[src/rtl/projectile_pool.sv]
// Pool of NUM_SLOTS projectiles: allocates on fire, sweeps one slot per cycle on each tick,
// retires out-of-bounds shots, clears hit slots. Optional counters under PROJECTILE_POOL_STATS_EN.
module projectile_pool #(
  parameter int NUM_SLOTS = 8,
  parameter int X_W       = 10,
  parameter int Y_W       = 9,
  parameter int SPEED     = 4,
  parameter int DIR       = 0,
  parameter int Y_MIN     = 0,
  parameter int Y_MAX     = 479,
  parameter int COOLDOWN  = 8
) (
  input  logic                                 i_Clk,
  input  logic                                 i_Rst,
  input  logic                                 i_Tick,
  input  logic                                 i_Clear,
  input  logic                                 i_Fire,
  input  logic [X_W-1:0]                       i_FireX,
  input  logic [Y_W-1:0]                       i_FireY,
  input  logic                                 i_HitValid,
  input  logic [$clog2(NUM_SLOTS)-1:0]         i_HitIdx,
  output logic                                 o_FireAck,
  output logic [NUM_SLOTS-1:0]                 o_Active,
  output logic [NUM_SLOTS*(X_W+Y_W)-1:0]       o_PosFlat,
  output logic [$clog2(NUM_SLOTS+1)-1:0]       o_Count,
  output logic                                 o_Busy,
  output logic                                 o_Overrun
`ifdef PROJECTILE_POOL_STATS_EN
  ,
  output logic [15:0]                          o_ShotsFired,
  output logic [15:0]                          o_ShotsExpired
`endif
);

  localparam int IDX_W = $clog2(NUM_SLOTS);
  localparam int CNT_W = $clog2(NUM_SLOTS + 1);
  localparam int P_W   = X_W + Y_W;
  localparam int CD_W  = $clog2(COOLDOWN + 2);

  typedef enum logic {
    S_IDLE  = 1'b0,
    S_SWEEP = 1'b1
  } state_t;

  state_t               state_q, state_d;
  logic [IDX_W-1:0]     idx_q, idx_d;
  logic [NUM_SLOTS-1:0] active_q, active_d;
  logic [P_W-1:0]       pos_q [NUM_SLOTS];
  logic [P_W-1:0]       pos_d [NUM_SLOTS];
  logic [CNT_W-1:0]     count_q, count_d;
  logic [CD_W-1:0]      cd_q, cd_d;
  logic                 overrun_q, overrun_d;

  logic                 free_any;
  logic [IDX_W-1:0]     free_idx;
  logic [CNT_W-1:0]     ones;
  logic                 fire_ok;
  logic                 hit_ok;
  logic                 hit_on_swept;
  logic                 sweep_live;
  logic [Y_W-1:0]       y_cur;
  logic [Y_W:0]         y_wide;
  logic [Y_W-1:0]       y_next;
  logic                 retire;

  // Lowest-index free slot; scanning downward lets the lowest index win.
  always_comb begin
    free_any = 1'b0;
    free_idx = '0;
    for (int k = NUM_SLOTS - 1; k >= 0; k--) begin
      if (!active_q[k]) begin
        free_any = 1'b1;
        free_idx = IDX_W'(k);
      end
    end
  end

  always_comb begin
    ones = '0;
    for (int k = 0; k < NUM_SLOTS; k++) begin
      ones = ones + CNT_W'(active_q[k]);
    end
  end

  assign y_cur  = pos_q[idx_q][Y_W-1:0];
  assign y_wide = {1'b0, y_cur};

  // Bounds checks are done one bit wider than Y so a shot near the edge retires instead of wrapping.
  generate
    if (DIR == 0) begin : g_up
      localparam logic [Y_W:0] LOW_LIM = (Y_W + 1)'(Y_MIN + SPEED);
      assign retire = y_wide < LOW_LIM;
      assign y_next = y_cur - Y_W'(SPEED);
    end else begin : g_down
      localparam logic [Y_W:0] HIGH_LIM = (Y_W + 1)'(Y_MAX);
      localparam logic [Y_W:0] STEP     = (Y_W + 1)'(SPEED);
      logic [Y_W:0] y_sum;
      assign y_sum  = y_wide + STEP;
      assign retire = y_sum > HIGH_LIM;
      assign y_next = y_sum[Y_W-1:0];
    end
  endgenerate

  assign sweep_live   = (state_q == S_SWEEP) && active_q[idx_q];
  assign hit_ok       = i_HitValid && (32'(i_HitIdx) < NUM_SLOTS);
  assign hit_on_swept = hit_ok && (state_q == S_SWEEP) && (i_HitIdx == idx_q);
  assign fire_ok      = i_Fire && (state_q == S_IDLE) && !i_Tick && (cd_q == '0)
                        && free_any && !i_Clear;

  always_comb begin
    state_d   = state_q;
    idx_d     = idx_q;
    active_d  = active_q;
    pos_d     = pos_q;
    cd_d      = cd_q;
    overrun_d = overrun_q;
    count_d   = ones;

    if (i_Tick && (cd_q != '0)) begin
      cd_d = cd_q - 1'b1;
    end

    case (state_q)
      S_IDLE: begin
        if (i_Tick) begin
          state_d = S_SWEEP;
          idx_d   = '0;
        end
      end
      S_SWEEP: begin
        if (i_Tick) begin
          overrun_d = 1'b1;
        end
        if (32'(idx_q) == NUM_SLOTS - 1) begin
          state_d = S_IDLE;
          idx_d   = '0;
        end else begin
          idx_d = idx_q + 1'b1;
        end
        if (sweep_live && !hit_on_swept) begin
          if (retire) begin
            active_d[idx_q] = 1'b0;
          end else begin
            pos_d[idx_q][Y_W-1:0] = y_next;
          end
        end
      end
      default: begin
        state_d = S_IDLE;
        idx_d   = '0;
      end
    endcase

    if (hit_ok) begin
      active_d[i_HitIdx] = 1'b0;
    end

    // A fire only targets a slot that is already free, so a stale hit on it must not undo the spawn.
    if (fire_ok) begin
      active_d[free_idx] = 1'b1;
      pos_d[free_idx]    = {i_FireX, i_FireY};
      cd_d               = CD_W'(COOLDOWN);
    end

    if (i_Clear) begin
      state_d   = S_IDLE;
      idx_d     = '0;
      active_d  = '0;
      pos_d     = pos_q;
      cd_d      = '0;
      overrun_d = 1'b0;
      count_d   = '0;
    end
  end

  always_ff @(posedge i_Clk) begin
    if (i_Rst) begin
      state_q   <= S_IDLE;
      idx_q     <= '0;
      active_q  <= '0;
      count_q   <= '0;
      cd_q      <= '0;
      overrun_q <= 1'b0;
      for (int k = 0; k < NUM_SLOTS; k++) begin
        pos_q[k] <= '0;
      end
    end else begin
      state_q   <= state_d;
      idx_q     <= idx_d;
      active_q  <= active_d;
      count_q   <= count_d;
      cd_q      <= cd_d;
      overrun_q <= overrun_d;
      pos_q     <= pos_d;
    end
  end

  generate
    for (genvar g = 0; g < NUM_SLOTS; g++) begin : g_flat
      assign o_PosFlat[g*P_W +: P_W] = pos_q[g];
    end
  endgenerate

  assign o_FireAck = fire_ok;
  assign o_Active  = active_q;
  assign o_Count   = count_q;
  assign o_Busy    = (state_q == S_SWEEP);
  assign o_Overrun = overrun_q;

`ifdef PROJECTILE_POOL_STATS_EN
  logic [15:0] fired_q, fired_d;
  logic [15:0] expired_q, expired_d;
  logic        expire;

  // Hits are not expiries: a retirement suppressed by a same-cycle hit is not counted.
  always_comb begin
    expire    = sweep_live && retire && !hit_on_swept;
    fired_d   = fired_q;
    expired_d = expired_q;
    if (fire_ok && (fired_q != 16'hFFFF)) begin
      fired_d = fired_q + 16'd1;
    end
    if (expire && (expired_q != 16'hFFFF)) begin
      expired_d = expired_q + 16'd1;
    end
    if (i_Clear) begin
      fired_d   = '0;
      expired_d = '0;
    end
  end

  always_ff @(posedge i_Clk) begin
    if (i_Rst) begin
      fired_q   <= '0;
      expired_q <= '0;
    end else begin
      fired_q   <= fired_d;
      expired_q <= expired_d;
    end
  end

  assign o_ShotsFired   = fired_q;
  assign o_ShotsExpired = expired_q;
`endif

endmodule

[config.mk]
export PLATFORM = sky130hd
export DESIGN_NAME = projectile_pool
export DESIGN_NICKNAME = d
export VERILOG_FILES = /design/src/rtl/projectile_pool.sv
export SDC_FILE = /design/constraint.sdc
export NUM_CORES = 1
export LEC_CHECK = 0
export CORE_ASPECT_RATIO = 0.8
export CORE_MARGIN = 3
export CORE_UTILIZATION = 50
export CTS_CLUSTER_DIAMETER = 40
export DETAILED_ROUTE_END_ITERATION = 10
export GPL_TIMING_DRIVEN = 0
export PLACE_DENSITY = 0.77
export REMOVE_ABC_BUFFERS = 1
export SETUP_SLACK_MARGIN = 0.1
export SLEW_MARGIN = 10
export SYNTH_ARGS = -nofsm -noshare
export SYNTH_HDL_FRONTEND = slang
export SYNTH_SLANG_ARGS = --single-unit
[constraint.sdc]
create_clock -name i_Clk -period 8.29 [get_ports i_Clk]
set_input_delay 0.829 -clock i_Clk [delete_from_list [all_inputs] [get_ports i_Clk]]
set_output_delay 0.829 -clock i_Clk [all_outputs]
set_load 0.005 [all_outputs]
==> flow_summary.ini <==
[status]
status = completed

[route]
viasPerCell = 6.20
wl_per_cell_um = 21.7
finalWirelength_um = 29800
vias = 8505
drt_first_iter_violations = 1147
drc = 0
drt_pass1_iterations = 6
ant_nets = 0

[logic_synthesis]
synth_area_per_cell_um2 = 8.46
ys_types = 74
ys_warn_count = 0
synth_common_cells = nand2_1, dfxtp_1, a21oi_1, clkbuf_1, inv_1
syn-cell-area_mm2 = 0.00849
synth_edf_count = 0
synth_top_area_share_pct = 40.8
synth_area_leader_cell = dfxtp_1
synth.most_common_cell = nand2_1
synth_seq_area_share_pct = 40.8
synth.area.top_cells = dfxtp_1, nand2_1, a21oi_1
syn_inst = 1004
async_flop_share_pct = 0
ys_seq_elements = 173
synth_ff_type = dfxtp_1

[timing]
period_share_pct = 50.4
setup_viol = 0
fin_crit_ps = 4170
tightest_slew_ps = 1260
drv_slew = 0
fin_tns_setup_ps = 0
rsz0062_at_grt = no
finClkSkew_ps = 7.93
relSlewSlack_pct = 16.2
fmax_ghz = 0.240
hold_viol_final = 0

[global_route]
grt_overflow = 0
grt_start_max_net_pins = 77
grt_usage_pct = 31.7
grt_pass1_vias = 7902
antenna_found_initial = 0
grt_pass1_wl_um = 45200

[cells_and_area]
fin_cells = 1371
syn_to_final_growth_pct = 30.8
seq_area_mm2 = 0.00347
nFillCells = 1312
nNetsFinal = 1182
diodes = 0
post-route-cell-area_mm2 = 0.0111
drive_gt1_share_pct = 8.56
utilization_pct = 68.5
multi_input_area_mm2 = 0.00443

[place]
place_inst = 1338
port-buffer-count = 194
gp_congestion = 0.907
place_area_mm2 = 0.0105
hpwlAfterDp_um = 20200

[power_and_ir_drop]
peakVddDrop_mv = 0.174
p_leak_nw = 3.69
p_per_area_mw_per_mm2 = 164

[die]
io-pin-count = 195
core-area_mm2 = 0.0162
die_area_mm2 = 0.0186
start_util_pct = 52.4
die_h_um = 123
chipWidth_um = 152
rows = 41

[setup_path]
crit_path_start_kind = flop
cp.required_ps = 8570
arrival_ps = 4460
reg2reg_from = idx_q[2]
crit_path_end_kind = flop
crit_path_start = idx_q[2]
crit_chain = inv_1, mux2i_1, and3_1, a211oi_2, o21ai_0, a221oi_1
slowest_delay_ps = 820
cp_max_fo = 19
path_class = reg2reg
cpMaxStageDelayCell = dfxtp_1

[worst_hold_path]
hp-class = reg2reg
hp-start = o_PosFlat[74]

[cts]
cts_num_sinks = 173
cts_setup_buffers = 0
cts.clk_slew.worst_paths_ps = 70
cts_root_buf = clkbuf_16
cts_tree = done
cts_resized = 0
htree_levels = 4
postCtsHoldBufs = 0
cts_buffers = 17
cts_buffer_depth = 2
clk_latency_ps = 440

[run]
maxCapViolCount = 0
[worst max-delay path: cells and delay by family (launching register included)]
kind                   cells  cell delay (ps)
AO/OA/AOI/OAI              3             1320
multiplexers               1              710
AND/OR/NAND/NOR            1              600
flip-flops                 1              820
buffers and inverters      1              560
[logic make-up after synthesis]
group / count (synthesis) / share of synthesized area, %
xor gates and xnor gates: 9 / 0.928
muxes: 30 / 6.01
adders and majority gates: 11 / 1.97
AOI/OAI and AO/OA: 304 / 25.3
and+or+nand+nor: 337 / 17.6
buffers and inverters: 140 / 7.43
DFF: 173 / 40.8
[registers in the layout, indices dropped and copies added, names as in the netlist]
register	flops
o_Count	4
idx_q	3
o_PosFlat	152
o_Overrun	1
o_Active	8
o_Busy	1
cd_q	4
[metal layers]
metal / GRT usage, % / vias to the layer above / wire (um) / part of all wire (%)
li1: - / 3899 / - / -
met1: 41.2 / 4053 / 11700 / 39
met2: 48.8 / 491 / 13200 / 44
met3: 12.7 / 62 / 4180 / 14
met4: 9.60 / 0 / 674 / 2.3
met5: 1.11 / - / 0 / 0
[final timing paths]
check | end | slack [ps] | cells past startpoint
setup / recovery | o_PosFlat[58] | 4120 | 6
hold / removal | o_PosFlat[74] | 450 | 2
setup reg to reg | o_PosFlat[58] | 4120 | 6
hold reg to reg | o_PosFlat[74] | 450 | 2
[cells in the final DEF (no fill, tap or decap), drive strengths merged, types with 4 or more instances in the layout]
cell type / n
mux2i: 15
mux4: 14
inv: 61
nand2b: 7
nor3b: 4
buf: 13
fa: 4
a21oi: 112
a211oi: 28
clkdlybuf4s50: 192
nor2b: 6
o21a: 7
a22o: 4
nor4: 7
clkbuf: 19
nand4: 5
or4: 4
a221o: 9
xnor2: 6
nand2: 195
o32ai: 4
o22ai: 6
a21o: 10
or3: 5
a31o: 6
a31oi: 5
o31ai: 6
nand3: 13
nor2: 43
dfxtp: 173
a221oi: 27
nor3: 29
o221ai: 12
ha: 7
o221a: 13
and2: 7
o21ai: 31
[where the power goes]
| part | internal [mW] | switching (mW) | total [mW] |
|---|---|---|---|
| clock | 0.490 | 0.360 | 0.850 |
| combinational | 0.0476 | 0.0864 | 0.134 |
| sequential | 0.835 | 0.00486 | 0.840 |
| total | 1.37 | 0.452 | 1.82 |
[metrics by stage]
step / setup slack (ps) / hold WS (ps) / power (mW)
6_report: 4120 / 451 / 1.82
3_3_place_gp: 478 / 436 / 0.988
3_5_place_dp: 4010 / 442 / 0.989
5_1_grt: 3940 / 465 / 1.87
4_1_cts: 4240 / 452 / 1.82
2_1_floorplan: 4740 / 442 / 0.922
[cell type report]
type                       count  area share (%)
multi-input combinational    691            39.8
timing repair buffer         205            19.1
inverter                      55            1.86
clock buffer                  19            3.99
tap                          215            2.42
clock inverter                13            1.59
sequential                   173            31.2
No activity file was read; power rests on OpenSTA's default activity.
